<file path="src/rtl/and_pair_sched.sv">
// Two-operand launch/capture scheduler: holds A and B until both have arrived, waits
// B_DELAY alignment cycles, then captures A&B into a registered valid/ready output.
module and_pair_sched #(
  parameter int unsigned WIDTH   = 1,
  parameter int unsigned B_DELAY = 1,
  parameter int unsigned CNT_W   = 8
) (
  input  logic             clk,
  input  logic             rst_n,
  input  logic             a_valid,
  output logic             a_ready,
  input  logic [WIDTH-1:0] a_data,
  input  logic             b_valid,
  output logic             b_ready,
  input  logic [WIDTH-1:0] b_data,
  output logic             out_valid,
  input  logic             out_ready,
  output logic [WIDTH-1:0] out_data,
  output logic [CNT_W-1:0] pair_cnt,
  output logic             busy
);

  if (B_DELAY > 7) begin : g_bad_b_delay
    $error("and_pair_sched: B_DELAY must be within 0..7");
  end

  localparam logic [2:0] DlyInit = 3'(B_DELAY);

  typedef enum logic [1:0] {
    StIdle  = 2'd0,
    StHaveA = 2'd1,
    StHaveB = 2'd2,
    StAlign = 2'd3
  } state_e;

  state_e           state_q, state_d;
  logic [2:0]       dly_q, dly_d;
  logic [WIDTH-1:0] a_q, a_d;
  logic [WIDTH-1:0] b_q, b_d;
  logic             out_valid_q, out_valid_d;
  logic [WIDTH-1:0] out_data_q, out_data_d;
  logic [CNT_W-1:0] pair_cnt_q, pair_cnt_d;

  logic a_acc;
  logic b_acc;
  logic fire;

  assign a_acc = a_valid & a_ready;
  assign b_acc = b_valid & b_ready;

  // A result may be captured when alignment is done and the output slot is free or draining.
  assign fire = (state_q == StAlign) && (dly_q == 3'd0) && (!out_valid_q || out_ready);

  // State register
  always_ff @(posedge clk or negedge rst_n) begin
    if (!rst_n) begin
      state_q <= StIdle;
    end else begin
      state_q <= state_d;
    end
  end

  // Next-state logic
  always_comb begin
    state_d = state_q;
    unique case (state_q)
      StIdle: begin
        if (a_acc && b_acc) begin
          state_d = StAlign;
        end else if (a_acc) begin
          state_d = StHaveA;
        end else if (b_acc) begin
          state_d = StHaveB;
        end
      end
      StHaveA: begin
        if (b_acc) state_d = StAlign;
      end
      StHaveB: begin
        if (a_acc) state_d = StAlign;
      end
      StAlign: begin
        if (fire) state_d = StIdle;
      end
      default: state_d = StIdle;
    endcase
  end

  // Output decode: readies depend on state only, never on the incoming valids.
  always_comb begin
    a_ready = 1'b0;
    b_ready = 1'b0;
    unique case (state_q)
      StIdle: begin
        a_ready = 1'b1;
        b_ready = 1'b1;
      end
      StHaveA: b_ready = 1'b1;
      StHaveB: a_ready = 1'b1;
      StAlign: ;
      default: ;
    endcase
    busy = (state_q != StIdle) || out_valid_q;
  end

  // Datapath next-state
  always_comb begin
    a_d         = a_acc ? a_data : a_q;
    b_d         = b_acc ? b_data : b_q;
    dly_d       = dly_q;
    out_valid_d = out_valid_q;
    out_data_d  = out_data_q;
    pair_cnt_d  = pair_cnt_q;

    if (state_q != StAlign && state_d == StAlign) begin
      dly_d = DlyInit;
    end else if (state_q == StAlign && dly_q != 3'd0) begin
      dly_d = dly_q - 3'd1;
    end

    if (out_valid_q && out_ready) begin
      out_valid_d = 1'b0;
    end
    // A fire on the same edge as a drain reloads the slot without a bubble.
    if (fire) begin
      out_valid_d = 1'b1;
      out_data_d  = a_q & b_q;
      pair_cnt_d  = pair_cnt_q + CNT_W'(1);
    end
  end

  always_ff @(posedge clk or negedge rst_n) begin
    if (!rst_n) begin
      a_q         <= '0;
      b_q         <= '0;
      dly_q       <= 3'd0;
      out_valid_q <= 1'b0;
      out_data_q  <= '0;
      pair_cnt_q  <= '0;
    end else begin
      a_q         <= a_d;
      b_q         <= b_d;
      dly_q       <= dly_d;
      out_valid_q <= out_valid_d;
      out_data_q  <= out_data_d;
      pair_cnt_q  <= pair_cnt_d;
    end
  end

  assign out_valid = out_valid_q;
  assign out_data  = out_data_q;
  assign pair_cnt  = pair_cnt_q;

endmodule
</file>
<file path="config.mk">
export PLATFORM = sky130hd
export DESIGN_NAME = and_pair_sched
export DESIGN_NICKNAME = d
export VERILOG_FILES = /design/src/rtl/and_pair_sched.sv
export SDC_FILE = /design/constraint.sdc
export NUM_CORES = 1
export LEC_CHECK = 0
export CORE_MARGIN = 1
export CORE_UTILIZATION = 40
export DETAILED_ROUTE_END_ITERATION = 8
export PLACE_DENSITY_LB_ADDON = 0.12
export SLEW_MARGIN = 10
export SYNTH_ARGS = -nofsm -noshare
export SYNTH_HDL_FRONTEND = slang
export SYNTH_SLANG_ARGS = --single-unit
</file>
<file path="constraint.sdc">
create_clock -name clk -period 1.5 [get_ports clk]
set_clock_uncertainty 0.1 [all_clocks]
set_input_delay 0.225 -clock clk [delete_from_list [all_inputs] [get_ports clk]]
set_output_delay 0.225 -clock clk [all_outputs]
set_load 0.05 [all_outputs]
</file>
Word-level counts from Yosys, hierarchy flattened

Cells that the tools add are included.

Register bits after elaboration: 17
Output and inout bits: 13
Word-level logic and storage cells: 47

$add $sub $neg: 2
Equality and inequality tests: 5
Multiplexer cells: 13
Bitwise gates (word level): 3
Reductions and logical operators: 17

Operators with widths:

| cell                | number |
|---|---|
| $mux 2              | 6 |
| $add 8x1->8 const B | 1 |
| $pmux 2 s4          | 1 |
| $eq 2x2->1 const B  | 3 |
| $logic_and 1x1->1   | 6 |
| $mux 3              | 2 |
| $reduce_bool 2->1   | 3 |
| $mux 1              | 4 |
| $reduce_or 2->1     | 2 |
| $and 1x1->1         | 3 |
| $logic_not 3->1     | 1 |
| $reduce_bool 3->1   | 1 |
| $sub 3x1->3 const B | 1 |
| $eq 2x1->1 const B  | 1 |
| $logic_not 2->1     | 1 |
| $logic_or 1x1->1    | 2 |
| $ne 2x2->1 const B  | 1 |
| $logic_not 1->1     | 1 |

Longest topological paths before layout

Gate-level depths: netlist of the first run.

Word-level depth: 11
Mapped depth: 6

Worst setup path after synthesis of the first run

No wires, ideal clock.

Path type: register -> register
Start: register out_valid_q (netlist: out_valid)
End: register pair_cnt_q[1] (netlist: pair_cnt[1])
Setup time: 125 ps
Arrival: 1435 ps
Setup slack: -159 ps
Cell stages (with the launch flop): 5
Path buffers: 1
Period minus slack after synthesis: 1659 ps
Cells stage by stage: dfrtp_1 > nor2b_1 > buf_2 > nor2_2 > mux2_2

Cells in the longest elaborated chain, start to end: 3

RTL lines:

| element                | RTL line | text |
|---|---|---|
| from (decl)            | 40       | `logic out_valid_q, out_valid_d;` |
| from (signal assigned) | 144      | `out_valid_q <= out_valid_d;` |
| $logic_not 1->1        | 52       | `assign fire = (state_q == StAlign) && (dly_q == 3'd0) && (!out_valid_q \|\| out_ready);` |
| $logic_or 1x1->1       | 52       |  |
| $logic_and 1x1->1      | 52       |  |
| to (signal assigned)   | 146      | `pair_cnt_q <= pair_cnt_d;` |
| to (decl)              | 42       | `logic [CNT_W-1:0] pair_cnt_q, pair_cnt_d;` |

No other way between the ends.
A chain may end at the register's enable or synchronous reset.

Final worst setup path of the first run

Start: register out_valid_q (netlist: out_valid)
End: output port busy

Cells in the longest elaborated chain, start to end: 1

RTL lines:

| element          | RTL line | text |
|---|---|---|
| $logic_or 1x1->1 | 103      | `busy = (state_q != StIdle) \|\| out_valid_q;` |
| to (decl)        | 20       | `output logic busy` |

No other way between the ends.

==> summary.txt, run 1 <==
Synth
  • Yosys top cell area share: 0.526
  • Largest cells by area after synthesis: dfrtp_1 53%, xor2_1 7.6%, ha_1 4.6%
  • Net Count, Synth: 79
  • Synth Instances: 69
  • Synth Register Bits: 17
  • Largest area contributor in the netlist: dfrtp_1
  • Top_reg_cell synth: dfrtp_1
  • Most common cell in the synthesized netlist: dfrtp_1
  • Yosys warnings: 0
  • Synth unique cells: 26
  • Most frequent cells after synthesis: 17 x dfrtp_1, 7 x xor2_1, 5 x inv_1
  • Syn_area_per_cell: 11.7 sq um
  • Mapped Area: 808 sq um
  • Sequential fraction of the synthesis area: 0.526
  • Asr flop ratio synth: 1.00
  • Number of synthesized flops with an enable pin: 0

Worst setup path
  • Worst Path Max Fanout: 2
  • Reg2reg end: pair_cnt[1]
  • Crit path kind: register to output port
  • FF-to-FF setup slack: -0.04 ns
  • R2R depth: 6
  • Req. time, crit path: 1.17 ns
  • Launch point of the worst reg-to-reg path: dly_q[1]
  • Worst path arrival time: 1.25 ns
  • Kind of start point of the critical path: register
  • CP endpoint kind: output port

Clocking
  • CTS root buffer: clkbuf_4
  • CTS tree: done
  • Clock buffer depth: 2
  • Num CTS Buffers: 3
  • CTS H-tree lvls: 1
  • Cts hold-fix bufs: 0
  • # clock sinks: 17
  • CTS clk-pin slew, worst paths: 0.10 ns
  • Clk Latency, worst-skew pair: 0.29 ns

Floorplan
  • Starting Density: 0.449
  • Core ar.: 1800 sq um
  • Die height: 47.0 microns
  • Die area: 2200 sq um
  • # rows: 15
  • Die width: 47.0 microns
  • I/O pin cnt: 20

Detailed routing
  • WL/cell: 13.0 microns
  • Post-Route WL: 1.65 mm
  • DR vias: 626
  • TritonRoute pass-1 iters: 4
  • DR DRC count: 0
  • Drt initial violations: 6
  • Drt via density: 4.93
  • Post-route antenna net violation count: 0

Final layout
  • P&R area growth vs syn: 66.7%
  • Utilization after layout: 0.748
  • Nets: 113
  • Share of cells above drive strength 1: 0.480
  • Antenna cells: 0
  • Final non-filler cell total: 127

Pwr
  • Comb pwr share: 0.646
  • Clock power share: 0.078
  • Flop pwr share: 0.276
  • Sw frac: 0.442
  • Sw power: 1.43 mW
  • Leak Pwr: 0.570 nW
  • Pwr Density: 2390 nW/um^2
  • Peak VDD IR: 1.80 mV
  • Internal power: 1.80 mW

Placement
  • Port buffer count: 19
  • Gpl congestion: 0.695
  • Cell total after placement: 119
  • Post-place setup slack: -0.461 ns
  • Post-DP HPWL: 1.23 mm

Timing
  • Slack of the critical path: -0.0704 ns
  • Slew HR: 0.717
  • Post-Route Setup TNS: -0.115 ns
  • Worst Tran Pin Value: 0.424 ns
  • Hold slack final: 0.149 ns
  • Final setup violation count: 2
  • Final min period: 1.57 ns
  • Period utilization: 1.05
  • Fin. Hold Viols: 0
  • FMAX: 637 MHz
  • Slew Limit Fails: 0
  • RSZ-0062 raised after global routing: true

Outcome
  • Failing checks: setup timing
  • Outcome: finished with violations

Flow run
  • Max_cap viols: 0

GRT
  • GRT Util Overall: 0.190
  • Initial antenna violation count: 0
  • Largest net degree at the start of global routing: 18
  • Vias in the first global route: 642
  • Total gr overflow: 0
  • First-pass GRT wire length: 2.80 mm

Min path
  • Hold Crit Class: input pin to async pin
how the worst max path moves through the flow:
stage | from | endpoint | slack (ns) | cells after the start
after floorplan | dly_q[1] | pair_cnt[1] | -0.009 | 6
final | out_valid | busy | -0.07 | 2
after CTS | out_valid | busy | -0.08 | 2
after detailed placement | out_ready | pair_cnt[1] | -0.46 | 4
after global placement | out_ready | pair_cnt[1] | -0.35 | 4
after global routing | dly_q[0] | pair_cnt[1] | -0.10 | 6
metrics by stage:
step                      power, mW  instance area [sq um]
after floorplan                1.94                    845
after global placement         2.80                   1230
after detailed placement       2.85                   1230
after CTS                      3.24                   1340
after global routing           3.42                   1350
final                          3.23                   1350
power by group through the flow:
stage | logic (mW) | clock network, mW | registers (mW)
floorplan | 0.701 | 0 | 1.24
global placement | 1.88 | 0 | 0.918
detailed placement | 1.93 | 0 | 0.920
CTS | 2.09 | 0.259 | 0.888
global route | 2.22 | 0.275 | 0.922
finish | 2.08 | 0.251 | 0.890
placed cells by master (no fill, tap or decap), types with 3 or more instances in the layout:
cell type,n
dfrtp_2,4
clkbuf_4,3
clkdlybuf4s50_1,6
nand3_1,3
buf_12,12
dfrtp_1,13
nor2_1,4
nor4_4,3
xor2_1,7
inv_2,3
buf_4,10
metal layers:
metal  GRT usage  wire, microns  vias up
li1            -              -      309
met4      0.0857             30        0
met3      0.0346             57        4
met2       0.303            810       14
met1       0.253            755      299
met5           0              0        -
cells by family (layout without fill, tap and decap cells):
logic type                 after synthesis  after routing  share of synthesized area
adders and majority gates                3              3                     0.0464
and+or+nand+nor                         25             25                      0.207
muxes                                    3              3                     0.0387
xor gates and xnor gates                 8              8                     0.0867
buffers and inverters                    6             39                     0.0294
AOI/OAI and AO/OA                        7              7                     0.0650
DFF                                     17             17                      0.526
sequential cells by signal (all words and copies together) (netlist names):
| signal | cells |
|---|---|
| out_valid | 1 |
| out_data | 1 |
| dly_q | 3 |
| pair_cnt | 8 |
| b_q | 1 |
| state_q | 2 |
| a_q | 1 |
critical path, cell delays in order (launching register included):
cell	delay, ns
dfrtp_2	0.41
or3_4	0.38
buf_6	0.16
area by class of cell:
type | count | area [sq um]
multi-input cells | 46 | 443
fillers | 125 | 454
clock buffers | 4 | 26.3
well taps | 25 | 31.3
flip-flops and latches | 17 | 430
repair buffers | 30 | 398
inverters | 5 | 18.8
what timing repair did:
| action | in CTS | in global routing |
|---|---|---|
| setup endpoints to repair | 12 | 14 |
| pin swaps | 7 | 1 |
| gates resized for setup | 11 | 4 |
| buffers inserted | 5 | 0 |
Power figures use the tool's default switching activity.
==> run 2: changes to the inputs <==
CORE_UTILIZATION = 42   (was 40)
CTS_CLUSTER_DIAMETER = 80   (was default)
GPL_TIMING_DRIVEN = 0   (was default)
==> summary.txt, run 2 (same netlist as run 1, synthesis figures left out) <==
Worst setup path
  • Worst path arrival time: 1.27 ns (+0.02 ns)
  • Crit path kind: register to output port
  • Worst Path Max Fanout: 3 (+1)
  • Critical-path top delay cell: dfrtp_2
  • Req. time, crit path: 1.17 ns (about the same)
  • Cell breakdown of the critical path: or3_4 > buf_8
  • R2R depth: 6 (unchanged)
  • Worst Path Buf+Inv: 1 (unchanged)
  • FF-to-FF setup slack: -0.07 ns (-0.03 ns)
  • Reg2reg end: pair_cnt[1]
  • CP endpoint kind: output port
  • Launch point of the worst reg-to-reg path: dly_q[0]
  • Max stage delay on crit path: 0.43 ns (+0.02 ns)
  • Top delay family on crit path: flip-flops
  • Kind of start point of the critical path: register

Floorplan
  • I/O pin cnt: 20 (unchanged)
  • # rows: 15 (unchanged)
  • Starting Density: 0.458 (+0.00954)
  • Die height: 45.9 microns (-2.3%)
  • Core ar.: 1760 sq um (-2.1%)
  • Die area: 2100 sq um (-4.5%)
  • Die width: 45.9 microns (-2.3%)

Timing
  • FMAX: 627 MHz (-1.6%)
  • Post-Route Setup TNS: -0.237 ns (-0.123 ns)
  • Final min period: 1.60 ns (+0.0249 ns)
  • RSZ-0062 raised after global routing: true
  • Worst Tran Pin Value: 0.758 ns (+0.334 ns)
  • Final setup violation count: 4 (+2)
  • Slew Limit Fails: 0 (unchanged)
  • Slew HR: 0.493 (-0.224)
  • Fin. Hold Viols: 0 (unchanged)
  • Slack of the critical path: -0.0953 ns (-0.0249 ns)
  • Period utilization: 1.06 (+0.0166)

Placement
  • Post-DP Area: 1070 sq um (-13%)
  • Cell total after placement: 113 (-5.0%)
  • Gpl congestion: 0.770 (+11%)
  • Port buffer count: 19 (unchanged)
  • Post-DP HPWL: 1.00 mm (-18%)

Final layout
  • Nets: 109 (-3.5%)
  • Number of flip-flops in the largest register: 8 (unchanged)
  • P&R area growth vs syn: 51.4%
  • Most common cell after layout, fill and taps aside: dfrtp_1
  • Antenna cells: 0 (unchanged)
  • Design area: 1220 sq um (-9.2%)
  • FILL cells: 149 (+19%)
  • Final non-filler cell total: 123 (-3.1%)
  • Share of cells above drive strength 1: 0.459 (-0.0212)
  • Utilization after layout: 0.694 (-0.0543)
  • Highest-count cells in the layout ignoring fill and taps: 13 x dfrtp_1, 8 x clkdlybuf4s15_2, 7 x xor2_1, 6 x clkdlybuf4s50_1

Detailed routing
  • DR DRC count: 0 (unchanged)
  • WL/cell: 12.5 microns (-3.9%)
  • DR vias: 616 (-1.6%)
  • Post-Route WL: 1.54 mm (-6.9%)
  • Post-route antenna net violation count: 0 (unchanged)
  • Drt initial violations: 4 (-2)
  • TritonRoute pass-1 iters: 4 (unchanged)
  • Drt via density: 5.01 (+1.6%)

GRT
  • Largest net degree at the start of global routing: 18 (unchanged)
  • First-pass GRT wire length: 2.52 mm (-10%)
  • Vias in the first global route: 586 (-8.7%)
  • Total gr overflow: 0 (unchanged)
  • GRT Util Overall: 0.177 (-0.0133)
  • Initial antenna violation count: 0 (unchanged)

Clocking
  • # clock sinks: 17 (unchanged)
  • CTS H-tree lvls: 1 (unchanged)
  • Clock buffer depth: 2 (unchanged)
  • Clk Latency, worst-skew pair: 0.29 ns (about the same)
  • CTS clk-pin slew, worst paths: 0.10 ns (about the same)
  • CTS root buffer: clkbuf_4
  • CTS tree: done
  • Num CTS Buffers: 3 (unchanged)
  • Cts hold-fix bufs: 0 (unchanged)

Pwr
  • Leak Pwr: 0.508 nW (-11%)
  • Total power: 2.80 mW (-13%)
  • Pwr Density: 2290 nW/um^2 (-4.3%)
  • Peak VDD IR: 1.23 mV (-32%)

Outcome
  • Failing checks: setup timing
  • Outcome: finished with violations

Flow run
  • Max_cap viols: 0 (unchanged)

Min path
  • Hold Crit Class: input pin to async pin
-- run 2: layer usage --
layer / track usage / part of all wire / vias up / wire (microns)
met5: 0 / 0 / - / 0
met4: 0.0647 / 0.0078 / 0 / 12
met3: 0.0595 / 0.038 / 2 / 58
met2: 0.321 / 0.53 / 14 / 820
met1: 0.186 / 0.42 / 304 / 646
li1: - / - / 296 / -
-- run 2: how the worst max path moves through the flow --
stage | startpoint | to | slack, ns | cells past startpoint
6_report | out_valid | busy | -0.1 | 2
5_1_grt | out_valid | busy | -0.14 | 2
4_1_cts | state_q[1] | busy | -0.11 | 2
3_5_place_dp | state_q[1] | busy | -0.37 | 2
3_3_place_gp | state_q[1] | busy | -0.37 | 2
2_1_floorplan | dly_q[1] | pair_cnt[1] | -0.009 | 6
-- run 2: layout make-up --
class,count,area (sq um),share of cell area
Multi-Input combinational cell,46,454,0.371
Sequential cell,17,430,0.352
Timing Repair Buffer,25,255,0.209
Tap cell,25,31.3,0.0256
Clock buffer,4,26.3,0.0215
Inverter,5,18.8,0.0153
Buffer,1,7.51,0.00613
-- run 2: what timing repair did --
item,4_1_cts,5_1_grt
setup endpoints to repair,20,14
setup buffers,3,3
pin swaps,7,3
gates resized for setup,54,12
cloned,0,0
-- run 2: power by group --
part	switching [mW]	internal, mW	leakage, nW
combinational	1.03	0.676	0.302
sequential	0.187	0.664	0.191
clock	0.140	0.103	0.0150
total	1.36	1.44	0.508
-- run 2: stage by stage --
step                hold slack (ns)  setup WS [ns]
global placement              0.359         -0.366
detailed placement            0.361         -0.372
global route                  0.339         -0.140
floorplan                    -0.171       -0.00949
finish                        0.272        -0.0953
CTS                           0.296         -0.115
